===== src/rtl/wb_pkg.sv =====
// Shared constants for the write-back select stage: source codes, load
// extension modes and the FSM state encoding.
package wb_pkg;

  localparam logic [7:0] SRC_ALU   = 8'h17;
  localparam logic [7:0] SRC_MEM   = 8'h18;
  localparam logic [7:0] SRC_LINK  = 8'h19;
  localparam logic [7:0] SRC_IMM   = 8'h1A;
  localparam logic [7:0] SRC_SREG  = 8'h1B;
  localparam logic [7:0] SRC_EMPTY = 8'h0B;

  localparam logic [1:0] EXT_FULL = 2'b00;
  localparam logic [1:0] EXT_LBU  = 2'b01;
  localparam logic [1:0] EXT_LB   = 2'b10;
  localparam logic [1:0] EXT_HBU  = 2'b11;

  typedef enum logic [0:0] {
    ST_IDLE     = 1'b0,
    ST_WAIT_MEM = 1'b1
  } state_e;

endpackage


===== src/rtl/wb_load_ext.sv =====
// Combinational byte/sign extender for load data; used only when the
// stage is built with LOAD_EXT_EN.
module wb_load_ext
  import wb_pkg::*;
#(
  parameter int DATA_W = 16
) (
  input  logic [1:0]        mode_i,
  input  logic [DATA_W-1:0] data_i,
  output logic [DATA_W-1:0] data_o
);

  always_comb begin
    data_o = data_i;
    case (mode_i)
      EXT_FULL: data_o = data_i;
      EXT_LBU:  data_o = {{(DATA_W-8){1'b0}}, data_i[7:0]};
      EXT_LB:   data_o = {{(DATA_W-8){data_i[7]}}, data_i[7:0]};
      EXT_HBU:  data_o = {{(DATA_W-8){1'b0}}, data_i[15:8]};
      default:  data_o = data_i;
    endcase
  end

endmodule


===== src/rtl/wb_select_stage.sv =====
// Registered write-back stage: selects the register-file write source and
// waits (bounded) for load data. Define LOAD_EXT_EN to enable load extension.
module wb_select_stage
  import wb_pkg::*;
#(
  parameter int DATA_W      = 16,
  parameter int SRC_W       = 8,
  parameter int REG_AW      = 4,
  parameter int MEM_TIMEOUT = 15
) (
  input  logic              clk,
  input  logic              rst,
  input  logic              in_valid,
  output logic              in_ready,
  input  logic [SRC_W-1:0]  in_src,
  input  logic              in_we,
  input  logic [REG_AW-1:0] in_addr,
  input  logic [1:0]        in_ext,
  input  logic [DATA_W-1:0] alu_result,
  input  logic [DATA_W-1:0] pc_link,
  input  logic [DATA_W-1:0] imm_data,
  input  logic [DATA_W-1:0] sreg_data,
  input  logic [DATA_W-1:0] mem_rdata,
  input  logic              mem_rvalid,
  input  logic              flush,
  output logic              wb_valid,
  output logic              wb_we,
  output logic [REG_AW-1:0] wb_addr,
  output logic [DATA_W-1:0] wb_data,
  output logic              wb_err,
  output state_e            dbg_state
);

  localparam int CNT_W = $clog2(MEM_TIMEOUT + 1);

  // Upstream handshake: an op transfers on a rising edge with
  // in_valid & in_ready & !flush; in_ready depends only on the state.
  state_e            state_q, state_d;
  logic [CNT_W-1:0]  cnt_q, cnt_d;
  logic              we_lat_q, we_lat_d;
  logic [REG_AW-1:0] addr_lat_q, addr_lat_d;
  logic [1:0]        ext_lat_q, ext_lat_d;
  logic              wb_valid_q, wb_valid_d;
  logic              wb_we_q, wb_we_d;
  logic [REG_AW-1:0] wb_addr_q, wb_addr_d;
  logic [DATA_W-1:0] wb_data_q, wb_data_d;
  logic              wb_err_q, wb_err_d;

  logic [DATA_W-1:0] load_data;
  logic [DATA_W-1:0] src_data;
  logic              src_we;
  logic              src_is_mem;

`ifdef LOAD_EXT_EN
  wb_load_ext #(.DATA_W(DATA_W)) u_load_ext (
    .mode_i (ext_lat_q),
    .data_i (mem_rdata),
    .data_o (load_data)
  );
`else
  logic unused_ext;
  assign unused_ext = ^ext_lat_q;
  assign load_data  = mem_rdata;
`endif

  // Undefined codes and SRC_EMPTY still produce a write-back pulse, but never a write.
  always_comb begin
    src_data   = '0;
    src_we     = 1'b0;
    src_is_mem = 1'b0;
    case (in_src)
      SRC_W'(SRC_ALU):  begin src_data = alu_result; src_we = in_we; end
      SRC_W'(SRC_MEM):  src_is_mem = 1'b1;
      SRC_W'(SRC_LINK): begin src_data = pc_link;    src_we = in_we; end
      SRC_W'(SRC_IMM):  begin src_data = imm_data;   src_we = in_we; end
      SRC_W'(SRC_SREG): begin src_data = sreg_data;  src_we = in_we; end
      default:          ;
    endcase
  end

  always_comb begin
    state_d    = state_q;
    cnt_d      = cnt_q;
    we_lat_d   = we_lat_q;
    addr_lat_d = addr_lat_q;
    ext_lat_d  = ext_lat_q;
    wb_valid_d = 1'b0;
    wb_we_d    = 1'b0;
    wb_err_d   = 1'b0;
    wb_addr_d  = wb_addr_q;
    wb_data_d  = wb_data_q;
    case (state_q)
      ST_IDLE: begin
        if (in_valid && !flush) begin
          if (src_is_mem) begin
            state_d    = ST_WAIT_MEM;
            cnt_d      = '0;
            we_lat_d   = in_we;
            addr_lat_d = in_addr;
            ext_lat_d  = in_ext;
          end else begin
            wb_valid_d = 1'b1;
            wb_we_d    = src_we;
            wb_addr_d  = in_addr;
            wb_data_d  = src_data;
          end
        end
      end
      ST_WAIT_MEM: begin
        // Priority: flush, then returning data, then timeout.
        if (flush) begin
          state_d = ST_IDLE;
          cnt_d   = '0;
        end else if (mem_rvalid) begin
          state_d    = ST_IDLE;
          cnt_d      = '0;
          wb_valid_d = 1'b1;
          wb_we_d    = we_lat_q;
          wb_addr_d  = addr_lat_q;
          wb_data_d  = load_data;
        end else if (cnt_q == CNT_W'(MEM_TIMEOUT - 1)) begin
          state_d  = ST_IDLE;
          cnt_d    = '0;
          wb_err_d = 1'b1;
        end else begin
          cnt_d = cnt_q + CNT_W'(1);
        end
      end
      default: begin
        state_d = ST_IDLE;
        cnt_d   = '0;
      end
    endcase
  end

  always_ff @(posedge clk) begin
    if (rst) begin
      state_q    <= ST_IDLE;
      cnt_q      <= '0;
      we_lat_q   <= 1'b0;
      addr_lat_q <= '0;
      ext_lat_q  <= '0;
      wb_valid_q <= 1'b0;
      wb_we_q    <= 1'b0;
      wb_addr_q  <= '0;
      wb_data_q  <= '0;
      wb_err_q   <= 1'b0;
    end else begin
      state_q    <= state_d;
      cnt_q      <= cnt_d;
      we_lat_q   <= we_lat_d;
      addr_lat_q <= addr_lat_d;
      ext_lat_q  <= ext_lat_d;
      wb_valid_q <= wb_valid_d;
      wb_we_q    <= wb_we_d;
      wb_addr_q  <= wb_addr_d;
      wb_data_q  <= wb_data_d;
      wb_err_q   <= wb_err_d;
    end
  end

  assign in_ready  = (state_q == ST_IDLE);
  assign wb_valid  = wb_valid_q;
  assign wb_we     = wb_we_q;
  assign wb_addr   = wb_addr_q;
  assign wb_data   = wb_data_q;
  assign wb_err    = wb_err_q;
  assign dbg_state = state_q;

endmodule


===== config.mk =====
export PLATFORM = sky130hd
export DESIGN_NAME = wb_select_stage
export DESIGN_NICKNAME = d
export VERILOG_FILES = /design/src/rtl/wb_pkg.sv /design/src/rtl/wb_load_ext.sv /design/src/rtl/wb_select_stage.sv
export SDC_FILE = /design/constraint.sdc
export NUM_CORES = 1
export LEC_CHECK = 0
export ABC_AREA = 1
export CAP_MARGIN = 20
export CORE_AREA = 2 2 76 78
export DETAILED_ROUTE_END_ITERATION = 10
export DIE_AREA = 0 0 78 80
export PLACE_DENSITY = 0.84
export SYNTH_ARGS = -nofsm -noshare
export SYNTH_HDL_FRONTEND = slang
export SYNTH_HIERARCHICAL = 1
export SYNTH_SLANG_ARGS = --single-unit

===== constraint.sdc =====
create_clock -name clk -period 3.1 [get_ports clk]
set_clock_uncertainty 0.1 [all_clocks]
set_input_delay 0.62 -clock clk [delete_from_list [all_inputs] [get_ports clk]]
set_output_delay 0.62 -clock clk [all_outputs]
set_load 0.05 [all_outputs]

==> metrics.md <==
| Metric | Value |
|---|---|
| Gate power share | `0.265` |
| Period utilization | `0.704` |
| Die height | `80 um` |
| Synth top area cells | `dfxtp_1, nand3_1, nand2_1` |
| Skew-Pair Late Insertion Delay | `between 0.2 and 0.3 ns` |
| DR vias | `2615` |
| Root buf cell | `clkbuf_8` |
| Global Route Usage Sum | `0.221` |
| Largest family of logic cells by synthesized area | `simple AND/OR/NAND/NOR gates` |
| Global-route congestion overflow total | `0` |
| Async set or reset register ratio after synthesis | `0` |
| Placer Congestion | `0.831` |
| Num rows | `27` |
| Synth Area in Compound Gates | `0.200` |
| Cells resized by post-CTS repair | `0` |
| Power Total | `between 1 and 1.5 mW` |
| First drt pass iteration count | `4` |
| Post-layout minimum cycle time | `around 2.2 ns` |
| Core Region | `5410 um2` |
| Fmax achieved | `458 MHz` |
| Critical path type | `flop to output pin` |
| Count of cell types in the netlist | `25` |
| Syn nets | `425` |
| CTS Buf Count | `5` |
| Ports | `125` |
| # H-tree levels | `2` |
| Worst EP required | `2.38 ns` |
| Nature of the critical path endpoint | `output pin` |
| Hold endpoint | `addr_lat_q[2]` |
| Max-Cap Viols | `0` |
| Sw Share | `0.277` |
| Post-synth top flop | `dfxtp_1` |
| Post-Synth Adder-Cell Area | `0.0115` |
| Routed WL | `6.68 mm` |
| Clock share of power | `0.328` |
| Seq/Total Area, Yosys | `0.303` |
| Share of cells above drive strength 1 | `0.0736` |
| Switch Pwr | `roughly 300 uW` |
| Seq pwr share | `0.408` |
| DRT iter0 DRCs | `190` |
| # diodes | `0` |
| DP Worst Slack | `0.702 ns` |
| RSZ-0062 raised after global routing | `no` |
| Worst Path Buf+Inv | `1` |
| PwrDens | `between 300 and 400 nW/um2` |
| Final hold vios | `0` |
| Avg WL per Cell | `13.2 um` |
| CP Max Fanout | `2` |
| CTS tree | `done` |
| Peak VDD IR | `0.000164 V` |
| FF-to-FF End | `wb_addr[0]` |
| TNS Setup | `0 ns` |
| Worst path slowest cell | `clkdlybuf4s50_1` |
| Post-synth EDFFs | `0` |
| Min-delay src | `addr_lat_q[2]` |
| Antenna Nets Post-Route | `0` |
| Synthesized area | `2180 um2` |
| Worst path max stage delay | `0.81 ns` |
| Cells after DPL | `499` |
| Synth-to-Final Area Change | `58.8%` |
| Largest net degree at the start of global routing | `42` |
| Hold_buf cts | `0` |
| # clock sinks | `33` |
| Vias in the first global route | `2525` |
| Average size of a mapped cell | `6.74 um2` |
| CP arrival | `1.46 ns` |
| Finished Layout Cells | `507` |
| Synth Register Bits | `33` |
| Share of the synthesized area in the top cell type | `0.303` |
| Post-Synth XOR/XNOR Area | `0.00805` |
| Leakage power | `1.47 nW` |
| Worst-Margin Slew | `0.702 ns` |
| DP HPWL | `5.04 mm` |
| Hold path depth | `2` |
| Worst path cell trace | `clkdlybuf4s50_1` |
| Initial antenna violation count | `0` |
| Max-slew headroom | `0.531` |
| Drt via density | `5.16` |
| DIE AREA | `between 6000 and 7000 um2` |
| Startpoint Class | `flop` |
| Mux contribution to synthesized area | `0` |
| Cells after Synth | `323` |
| Worst-path clk slew | `0.07 ns` |
| Initial Util | `0.403` |
| Maximum root-to-sink buffer count | `2` |
| Post-Synth Simple-Gate Area | `0.378` |
| DRC viols | `0` |
| Status | `finished clean` |
| Top cell family by delay on the critical path | `buffers and inverters` |
| Final setup viols | `0` |
| Min-Delay Path Class | `flop to flop` |
| Die width | `78 um` |
| Synth area leader | `dfxtp_1` |
| Register-to-register path setup slack | `1.22 ns` |
| Setup bufs post-CTS | `0` |
| Setup ws final | `between 0.9 and 1 ns` |
| Internal Pwr Total | `approximately 790 uW` |
| Final slew viol count | `0` |
| YS warnings | `6` |
| Port bufs | `122` |
| R2R Path Start | `dbg_state` |
| Reg2Reg Depth | `6` |
| Post-layout net count | `536` |
| First-pass GRT wire length | `11.1 mm` |
-- cells in the mapped netlist (all sizes together) (15+ instances only) --
cell type  number
a22oi          16
o21ai          43
buf            20
inv            15
dfxtp          33
nor2           30
a21oi          20
nand3          73
nand2          62
-- cell type report --
| class | instances | area (um2) |
|---|---|---|
| inverters | 15 | 56.3 |
| flip-flops and latches | 33 | 661 |
| well taps | 72 | 90.1 |
| repair buffers | 126 | 1250 |
| clock inverters | 1 | 5.00 |
| fillers | 505 | 1950 |
| multi-input cells | 253 | 1300 |
| clock buffers | 7 | 96.3 |
-- cells by family after synthesis --
kind of cell / Yosys count
adder cells (fa/ha/maj): 2
buffers and inverters: 37
flip-flops: 33
AO/OA/AOI/OAI: 79
XOR/XNOR: 2
AND/OR/NAND/NOR: 170
-- state kept, by name, summed over array words and instances (netlist names) --
signal / cells
wb_valid: 1
cnt_q: 4
dbg_state: 1
wb_we: 1
wb_err: 1
addr_lat_q: 4
wb_data: 16
wb_addr: 4
we_lat_q: 1
-- how the worst max path moves through the flow --
stage                 end  cells past startpoint        from  slack, ns
2_1_floorplan    in_ready                      3   dbg_state       1.15
3_3_place_gp   wb_addr[0]                      9       flush       0.73
3_5_place_dp   wb_addr[1]                      9   in_src[3]       0.70
4_1_cts        wb_data[9]                      1  wb_data[9]       0.90
5_1_grt        wb_addr[0]                      9   in_src[3]       0.84
6_report       wb_data[9]                      1  wb_data[9]       0.92
-- through the flow --
step	util	area (um2)	hold slack (ns)
global route	0.640	3460	0.408
global placement	0.621	3360	0.366
CTS	0.640	3460	0.392
detailed placement	0.621	3360	0.374
floorplan	-	2180	0.354
finish	0.640	3460	0.390
-- power by group through the flow --
stage	Sequential [mW]	Combinational [mW]	Clock, mW
2_1_floorplan	0.512	0.0718	0
3_3_place_gp	0.458	0.288	0
3_5_place_dp	0.458	0.290	0
4_1_cts	0.449	0.292	0.369
5_1_grt	0.450	0.310	0.389
6_report	0.449	0.291	0.360
-- cell usage in the layout (no fill, tap or decap), types with 7 or more instances in the layout --
cell type          n
clkbuf_8           7
nand3_1           72
dfxtp_1           33
o21ai_1           38
nor2_1            23
a22oi_1           16
a21oi_1           20
inv_1             12
clkdlybuf4s50_1  121
nand2_1           55
-- layer usage --
| metal | GRT usage | vias up | share of wire |
|---|---|---|---|
| met5 | 0 | - | 0 |
| met4 | 0.0719 | 0 | 0.018 |
| met3 | 0.0622 | 13 | 0.089 |
| met2 | 0.371 | 110 | 0.47 |
| met1 | 0.272 | 1159 | 0.43 |
| li1 | - | 1333 | - |
Power figures use the tool's default switching activity.
